`src/rtl/writeback_unit.sv`:
```
// Final pipeline stage: retires ALU/CSR results, waits for and aligns load data,
// drives the register file write port and keeps the retired-instruction counter.
module writeback_unit #(
  parameter int unsigned LOAD_TIMEOUT = 255
) (
  input  logic        clk,
  input  logic        reset,
  input  logic        in_valid,
  input  logic        in_reg_write,
  input  logic [4:0]  in_rd_addr,
  input  logic        in_is_load,
  input  logic [2:0]  in_funct3,
  input  logic [1:0]  in_byte_off,
  input  logic [31:0] in_result,
  input  logic        dmem_rvalid,
  input  logic [31:0] dmem_rdata,
  input  logic        dmem_err,
  output logic        stall,
  output logic        rf_write_en,
  output logic [4:0]  rf_rd_addr,
  output logic [31:0] rf_rd_data,
  output logic        load_fault,
  output logic [63:0] instret,
  output logic        dbg_state
);

  // Handshake: in_valid is sampled only while stall is low; dmem_rvalid is
  // honoured only while a load is outstanding and is a single-cycle pulse.
  typedef enum logic {
    IDLE      = 1'b0,
    WAIT_LOAD = 1'b1
  } state_t;

  localparam int unsigned CW = (LOAD_TIMEOUT > 1) ? $clog2(LOAD_TIMEOUT + 1) : 1;
  localparam logic [CW-1:0] TO_LAST = CW'((LOAD_TIMEOUT == 0) ? 0 : LOAD_TIMEOUT - 1);

  state_t        state_q, state_n;
  logic [CW-1:0] to_cnt, to_cnt_n;
  logic [4:0]    lat_rd;
  logic          lat_we;
  logic [2:0]    lat_f3;
  logic [1:0]    lat_off;

  logic          wr_en_n;
  logic [4:0]    wr_addr_n;
  logic [31:0]   wr_data_n;
  logic          fault_n;
  logic          retire_n;
  logic          capture_n;
  logic          timeout_hit;

  // Illegal width encodings and misaligned halfword/word accesses fault.
  function automatic logic load_bad(input logic [2:0] f3, input logic [1:0] off);
    case (f3)
      3'b000, 3'b100: load_bad = 1'b0;
      3'b001, 3'b101: load_bad = off[0];
      3'b010:         load_bad = (off != 2'b00);
      default:        load_bad = 1'b1;
    endcase
  endfunction

  function automatic logic [31:0] align_load(input logic [2:0] f3, input logic [1:0] off,
                                             input logic [31:0] rdata);
    logic [7:0]  b;
    logic [15:0] h;
    b = rdata[8*off +: 8];
    h = rdata[16*off[1] +: 16];
    case (f3)
      3'b000:  align_load = {{24{b[7]}}, b};
      3'b100:  align_load = {24'd0, b};
      3'b001:  align_load = {{16{h[15]}}, h};
      3'b101:  align_load = {16'd0, h};
      default: align_load = rdata;
    endcase
  endfunction

  assign timeout_hit = (LOAD_TIMEOUT != 0) && (to_cnt == TO_LAST);

  always_comb begin
    state_n   = state_q;
    to_cnt_n  = to_cnt;
    wr_en_n   = 1'b0;
    wr_addr_n = 5'd0;
    wr_data_n = 32'd0;
    fault_n   = 1'b0;
    retire_n  = 1'b0;
    capture_n = 1'b0;
    case (state_q)
      IDLE: begin
        if (in_valid) begin
          if (in_is_load) begin
            capture_n = 1'b1;
            to_cnt_n  = '0;
            state_n   = WAIT_LOAD;
          end else begin
            retire_n = 1'b1;
            if (in_reg_write && in_rd_addr != 5'd0) begin
              wr_en_n   = 1'b1;
              wr_addr_n = in_rd_addr;
              wr_data_n = in_result;
            end
          end
        end
      end
      WAIT_LOAD: begin
        if (dmem_rvalid) begin
          state_n = IDLE;
          if (dmem_err || load_bad(lat_f3, lat_off)) begin
            fault_n = 1'b1;
          end else begin
            retire_n = 1'b1;
            if (lat_we && lat_rd != 5'd0) begin
              wr_en_n   = 1'b1;
              wr_addr_n = lat_rd;
              wr_data_n = align_load(lat_f3, lat_off, dmem_rdata);
            end
          end
        end else if (timeout_hit) begin
          state_n = IDLE;
          fault_n = 1'b1;
        end else begin
          to_cnt_n = to_cnt + 1'b1;
        end
      end
      default: state_n = IDLE;
    endcase
  end

  always_ff @(posedge clk) begin
    if (reset) begin
      state_q     <= IDLE;
      to_cnt      <= '0;
      lat_rd      <= 5'd0;
      lat_we      <= 1'b0;
      lat_f3      <= 3'd0;
      lat_off     <= 2'd0;
      rf_write_en <= 1'b0;
      rf_rd_addr  <= 5'd0;
      rf_rd_data  <= 32'd0;
      load_fault  <= 1'b0;
      instret     <= 64'd0;
    end else begin
      state_q     <= state_n;
      to_cnt      <= to_cnt_n;
      rf_write_en <= wr_en_n;
      rf_rd_addr  <= wr_addr_n;
      rf_rd_data  <= wr_data_n;
      load_fault  <= fault_n;
      if (retire_n) instret <= instret + 64'd1;
      if (capture_n) begin
        lat_rd  <= in_rd_addr;
        lat_we  <= in_reg_write;
        lat_f3  <= in_funct3;
        lat_off <= in_byte_off;
      end
    end
  end

  assign stall     = (state_q == WAIT_LOAD);
  assign dbg_state = state_q;

endmodule

```
`config.mk`:
```
export PLATFORM = sky130hd
export DESIGN_NAME = writeback_unit
export DESIGN_NICKNAME = d
export VERILOG_FILES = /design/src/rtl/writeback_unit.sv
export SDC_FILE = /design/constraint.sdc
export NUM_CORES = 1
export LEC_CHECK = 0
export ABC_AREA = 1
export BUFFER_PORTS_ARGS = -buffer_cell sky130_fd_sc_hd__buf_2
export CORE_MARGIN = 2
export CORE_UTILIZATION = 50
export CTS_CLUSTER_SIZE = 40
export DETAILED_ROUTE_END_ITERATION = 10
export GPL_TIMING_DRIVEN = 1
export PLACE_DENSITY = 0.79
export SYNTH_ARGS = -nofsm -noshare
export SYNTH_HDL_FRONTEND = slang
export SYNTH_SLANG_ARGS = --single-unit
```
`constraint.sdc`:
```
create_clock -name clk -period 1.85 [get_ports clk]
set_input_delay 0.185 -clock clk [delete_from_list [all_inputs] [get_ports clk]]
set_output_delay 0.185 -clock clk [all_outputs]
set_load 0.05 [all_outputs]
```
==> impl_metrics.yaml, run 1 <==
status:
  outcome: "completed"
grt:
  grt_first_pass_wirelength_mm: 33.3
  grt_remaining_overflow: 0
  grt_max_degree: 58
  total_global_route_track_usage: 0.292
  first_global_vias: 6807
  antenna_violations_before_repair: 0
worst_setup_path:
  worstPathRequired_ns: 2.19
  crit_path_start: "instret[0]"
  reg2reg_setup_slack_ns: 0.09
  setup.worst_path.class: "register to register"
  r2r_start: "instret[0]"
  critPathMaxFanout: 5
  worst_setup_path_endpoint: "instret[60]"
  timing.critical_path.arrival_ns: 2.09
  r2r-end: "instret[60]"
  cp-end-kind: "register"
  worstRegToRegCells: 9
  cp-start-kind: "register"
finish:
  n_antenna_cell: 0
  final_net_count: 1317
  layout_overhead_on_the_synthesized_area_pct: 30.8
  drive_above_1_share: 0.247
  multiInputGateArea_sq_um: 3710
  layout.area.seq_sq_um: 2470
  num-fill-cells: 1165
sta:
  timing_max_transition_violations_final: 0
  max_slew.worst_pin.slew_ns: 0.394
  worst_hold_slack_ns: 0.0139
  fmaxAchievable_mhz: 569
  timing.clock.skew_ns: 0.00951
  period_share: 0.949
  finalSetupViolCount: 0
  setup-tns-final_ns: 0
  unrepaired_setup_endpoints_after_global_routing: "true"
  period_needed_ns: 1.76
  setup_ws_ns: 0.0940
  max_slew_margin: 0.735
  final-hold-violation-count: 0
min_path:
  min_path_type: "input port to register"
placed_design:
  placement.setup.worst_slack_ns: 0.00846
  placement.io_buffers: 185
  gp_congestion: 0.926
  dpl.hpwl_mm: 15.6
route:
  m1WireLength_mm: 8.91
  routed-via-count: 7608
  detail_route.first_pass.iterations: 5
  wl_met2_mm: 9.67
  route.detailed.wl_per_inst_microns: 14.7
  drc: 0
  mean_number_of_vias_per_cell: 5.35
  detailed_route_wl_mm: 20.9
  count_of_routing_violations_after_the_opening_detailed_route_iteration: 707
  dr_wl_met3_mm: 1.86
  highest-signal-layer: "met4"
  drt_antenna_net_count: 0
floorplan:
  cell_row_count: 42
  total_die_area_sq_um: 14200
  core_sq_um: 13100
  boundaryPins: 186
  die-height_microns: 119
  floorplan.initialDensity: 0.506
  fp.dieW_microns: 119
synthesis:
  synth_edf_count: 0
  netlist_instances: 1032
  yosys-mux-area-fraction: 0
  synth_commonest_cells: "nand2_1 (272), nor2_1 (177), dfxtp_1 (123)"
  synth.yosys.warnings: 0
  yosys.cell_types.count: 40
  synth_ff_type: "dfxtp_1"
  async_reset_ff_frac: 0
  synth_top_area_cell: "dfxtp_1"
  yosysTopAreaCellShare: 0.372
  synth_seq_cells: 123
  yosys.area_share.simple: 0.403
  synth.most_common_cell: "nand2_1"
  synth_compound_area_frac: 0.136
  post_synth_instance_area_sq_um: 6620
  syn-num-nets: 1116
  largest_family_of_logic_cells_by_synthesized_area: "simple AND/OR/NAND/NOR gates"
  syn_area_per_cell_sq_um: 6.41
  seq_area_frac_synth: 0.372
  yosys.area_share.xor_xnor: 0.00397
  synth_top_cells_by_area: "dfxtp_1 (37%), nand2_1 (15%), nor2_1 (10%), a21oi_1 (7.1%), nand3_1 (6.7%)"
  arithmetic_cell_share_of_the_synthesized_area_counting_full_adders_half_adders_and_majority_gates: 0.00567
pwr:
  power_per_cell_area_nw_per_um2: 811
  power.static_leakage_nw: 3.67
  max-vdd-ir-drop_mv: 0.523
cts:
  cts-buffers-inserted: 17
  clk_pin_slew_ns: 0.06
  tritoncts: "yes"
  insertion_delay_ns: 0.43
  clock_path_buffers: 2
  cts_htree_levels: 4
  clock-root-buffer: "clkbuf_16"
  clock-sinks: 123
run:
  timing.max_cap.violations: 0
-- metal layers --
layer  GRT usage  up-vias
met3      0.0623       39
li1            -     3802
met4       0.110        0
met2       0.485      354
met5           0        -
met1       0.372     3413
-- what timing repair did --
item	in CTS	in global routing
resized for setup	1	22
endpoints found under the hold margin	4	0
pin swaps	0	1
setup endpoints to repair	1	30
setup buffers	0	2
hold buffers	4	0
-- layout make-up --
type,count,area share
timing repair buffer,223,0.152
inverter,82,0.0359
multi-input combinational,786,0.429
clock buffer,18,0.0507
clock inverter,14,0.0224
sequential,123,0.285
tap,176,0.0254
-- power by group --
part / leakage (nW) / internal (W) / switching [W] / total (W)
Clock: 0.307 / 0.00229 / 0.00128 / 0.00358
Sequential: 0.996 / 0.00269 / 0.0000241 / 0.00271
Combinational: 2.36 / 0.000253 / 0.000476 / 0.000729
-- worst min-delay path by stage --
stage | endpoint | slack (ns) | from | cells past startpoint
floorplan | rf_rd_data[0] | 0.33 | in_result[0] | 2
global placement | instret[0] | 0.44 | instret[0] | 1
detailed placement | rf_rd_data[1] | 0.44 | in_result[1] | 3
CTS | rf_rd_data[13] | 0.0009 | in_result[13] | 3
global route | rf_rd_data[11] | 0.009 | in_result[11] | 3
finish | rf_rd_data[0] | 0.01 | in_result[0] | 3
-- cell usage in the layout (no fill, tap or decap), types with 3 or more instances in the layout --
| cell | netlist | routed |
|---|---|---|
| nand2_1 | 272 | 272 |
| nand3_2 | 3 | 3 |
| clkinv_4 | 0 | 3 |
| or2_2 | 10 | 10 |
| inv_2 | 3 | 5 |
| a31oi_1 | 16 | 16 |
| nand3_1 | 88 | 87 |
| o211ai_1 | 11 | 11 |
| nand4_1 | 30 | 30 |
| buf_12 | 0 | 6 |
| nor2_2 | 8 | 18 |
| bufinv_16 | 0 | 4 |
| o22ai_1 | 8 | 8 |
| dlygate4sd3_1 | 0 | 4 |
| nor3b_1 | 3 | 3 |
| inv_1 | 77 | 76 |
| clkbuf_16 | 0 | 17 |
| dfxtp_1 | 123 | 120 |
| buf_4 | 8 | 27 |
| dfxtp_2 | 0 | 3 |
| o21ai_0 | 27 | 27 |
| clkinv_2 | 0 | 3 |
| nor3_1 | 14 | 14 |
| nor2_1 | 177 | 163 |
| nor2_4 | 3 | 7 |
| buf_2 | 11 | 185 |
| a21oi_1 | 94 | 94 |
-- worst max-delay path: stages (launching register included) --
cell	delay, ns
dfxtp_2	0.36
ha_2	0.22
nand3_1	0.11
nor2_2	0.20
nand3_1	0.22
nor2_4	0.19
nand4_1	0.09
nand2_1	0.07
nand2_1	0.05
nor2_1	0.16
-- state kept, by name (all words and copies together) (netlist names) --
signal,flops
rf_rd_addr,5
rf_rd_data,32
instret,64
to_cnt,8
lat_f3,3
lat_off,2
dbg_state,1
lat_rd,5
rf_write_en,1
lat_we,1
load_fault,1
-- stage by stage --
stage / util / std cells / total power, W / area, sq um
2_1_floorplan: - / 1032 / 0.00322 / 6620
3_3_place_gp: 0.602 / 1384 / 0.00344 / 7870
3_5_place_dp: 0.602 / 1384 / 0.00345 / 7870
4_1_cts: 0.653 / 1420 / 0.00700 / 8550
5_1_grt: 0.661 / 1422 / 0.00723 / 8650
6_report: 0.661 / 1422 / 0.00702 / 8650
-- cell families (layout without fill, tap and decap cells) --
logic type / Yosys count / count (layout)
AO/OA/AOI/OAI: 162 / 162
XOR/XNOR: 3 / 3
adder cells (fa/ha/maj): 3 / 3
buffers and inverters: 123 / 337
flip-flops: 123 / 123
AND/OR/NAND/NOR: 618 / 618
(Power assumes the default switching activity.)
==> inputs of run 2 (changes only) <==
--- a/config.mk
+++ b/config.mk
@@ -8,11 +8,11 @@
 export ABC_AREA = 1
 export BUFFER_PORTS_ARGS = -buffer_cell sky130_fd_sc_hd__buf_2
 export CORE_MARGIN = 2
-export CORE_UTILIZATION = 50
+export CORE_UTILIZATION = 35
 export CTS_CLUSTER_SIZE = 40
 export DETAILED_ROUTE_END_ITERATION = 10
 export GPL_TIMING_DRIVEN = 1
-export PLACE_DENSITY = 0.79
+export PLACE_DENSITY = 0.59
 export SYNTH_ARGS = -nofsm -noshare
 export SYNTH_HDL_FRONTEND = slang
 export SYNTH_SLANG_ARGS = --single-unit
==> run 2 against run 1 <==
Effect of this change: sequential share of layout area shrank 0.33 points; die area rose by 41%; register-to-register slack gained 0.02 ns; sequential power is essentially flat; critical endpoint is now instret[57]; largest cell class unchanged; wire length increased by 8.6%; count of clock-buffer cells in the layout is 3 higher; critical path type unchanged; core utilization decreased by 19 points; via count fell by 0.83%; combinational power down 1%; maximum frequency up 1.4%; power decreased by 7.5%; flip-flop and latch count unchanged.
==> impl_metrics.yaml, run 2 (synthesis results as in run 1) <==
status:
  outcome: "completed"
worst_setup_path:
  timing.critical_path.arrival_ns: 2.05
  critical_path_buf_inv_count: 0
  worstRegToRegCells: 9
  cp_slowest_cell: "dfxtp_1"
  slowest_delay_ns: 0.44
  path_delay_family: "simple AND/OR/NAND/NOR gates"
  cp-end-kind: "register"
  critPathMaxFanout: 5
  cell_chain_critical_path: "nand2_1, nor2_1, nand2_1, nor2_2, nand3_1, nor2_1, nand3_1, nand2_1, nor2_1"
  cp-start-kind: "register"
  critical_path_cell_count: 9
  worstPathRequired_ns: 2.17
  setup.worst_path.class: "register to register"
finish:
  registers.top_by_ff_count: "instret"
  layout.core_utilization: 0.470
  finish.instance_area_sq_um: 8760
  number_of_flip_flops_in_the_largest_register: 64
  n_antenna_cell: 0
  layout_common_cells: "nand2_1 (271), buf_2 (185), nor2_1 (164)"
  drive_above_1_share: 0.255
  layout_overhead_on_the_synthesized_area_pct: 32.4
  final_common_cell: "nand2_1"
  num-fill-cells: 1957
  final_net_count: 1335
  reg.largest.list: "instret (64), rf_rd_data (32), to_cnt (8)"
sta:
  unrepaired_setup_endpoints_after_global_routing: "true"
  final-hold-violation-count: 0
  finalSetupViolCount: 0
  timing_max_transition_violations_final: 0
  period_share: 0.936
  period_needed_ns: 1.73
  max_slew.worst_pin.slew_ns: 0.437
  timing.clock.skew_ns: 0.00930
  max_slew_margin: 0.706
  setup_ws_ns: 0.119
  worst_hold_slack_ns: 0.0131
  fmaxAchievable_mhz: 578
cts:
  clk_pin_slew_ns: 0.06
  clock_path_buffers: 2
  insertion_delay_ns: 0.42
  cts-buffers-inserted: 17
  clock-root-buffer: "clkbuf_16"
  cts_htree_levels: 4
  clock-sinks: 123
  post_cts_repair_setup_buffers: 0
  tritoncts: "yes"
placed_design:
  placement.io_buffers: 185
  gp_congestion: 0.941
  dpl.hpwl_mm: 17.3
  placement.setup.worst_slack_ns: 0.0686
  placement_stage_cell_area_sq_um: 8080
grt:
  grt_max_degree: 58
  grt_first_pass_wirelength_mm: 35.1
  antenna_violations_before_repair: 0
  grt_remaining_overflow: 0
  total_global_route_track_usage: 0.223
  first_global_vias: 6679
route:
  mean_number_of_vias_per_cell: 5.06
  drt_antenna_net_count: 0
  count_of_routing_violations_after_the_opening_detailed_route_iteration: 512
  routed-via-count: 7545
  route.detailed.wl_per_inst_microns: 15.2
  detail_route.first_pass.iterations: 5
  detailed_route_wl_mm: 22.7
  drc: 0
min_path:
  min_path_type: "input port to register"
  hold_path_cell_cnt: 3
pwr:
  max-vdd-ir-drop_mv: 0.633
  p_total_w: 0.00649
  power.static_leakage_nw: 3.73
  power_per_cell_area_nw_per_um2: 741
run:
  timing.max_cap.violations: 0
floorplan:
  fp.dieW_microns: 142
  floorplan.initialDensity: 0.355
  boundaryPins: 186
  die-height_microns: 142
  core_sq_um: 18600
  cell_row_count: 50
  total_die_area_sq_um: 20000
[run 2: cell types whose count changed in the layout (fill, tap and decap cells not counted), sizes merged]
cell         previous run  this run
clkbuf                 18        22
buf                   219       237
dlygate4sd3             4         3
clkinv                  6         3
clkinvlp                2         0
bufinv                  4         1
inv                    84        82
[run 2: final cells by class]
type | instances | area, sq um | area share
multi-input combinational | 786 | 3710 | 0.423
sequential | 123 | 2470 | 0.282
timing repair buffer | 241 | 1450 | 0.166
clock buffer | 21 | 480 | 0.0548
inverter | 82 | 313 | 0.0357
tap | 234 | 293 | 0.0334
clock inverter | 4 | 45.0 | 0.00514
[run 2: worst paths after layout]
kind                      start        endpoint  slack [ns]
hold / removal    in_result[11]  rf_rd_data[11]        0.01
setup reg to reg    instret[26]     instret[57]        0.12
hold reg to reg      instret[0]      instret[0]        0.47
setup / recovery    instret[26]     instret[57]        0.12
[run 2: per-layer routing]
metal  global-route usage  up-vias  share of wire
li1                     -     3830              -
met1                0.294     3368           0.44
met2                0.364      311           0.46
met3               0.0469       36          0.074
met4               0.0768        0          0.025
met5                    0        -              0
[run 2: where the power goes]
| part | switching, W | internal (W) | leakage (nW) |
|---|---|---|---|
| combinational | 0.000478 | 0.000242 | 2.47 |
| clock | 0.00113 | 0.00192 | 0.264 |
| sequential | 0.0000249 | 0.00269 | 0.996 |
| total | 0.00163 | 0.00486 | 3.73 |
[run 2: timing repair]
action,CTS,global route
hold buffers,3,0
setup endpoints to repair,0,37
resized for setup,0,28
hold endpoints to repair,3,0
[run 2: worst register-to-register path: cells and delay by family (launching register included)]
| kind | cells | cell delay (ns) |
|---|---|---|
| DFF | 1 | 0.44 |
| and+or+nand+nor | 9 | 1.17 |
[run 2: through the flow]
step	instances	setup TNS, ns
5_1_grt	1491	-0.0425
4_1_cts	1490	0
2_1_floorplan	1032	0
3_3_place_gp	1462	0
3_5_place_dp	1462	0
6_report	1491	0
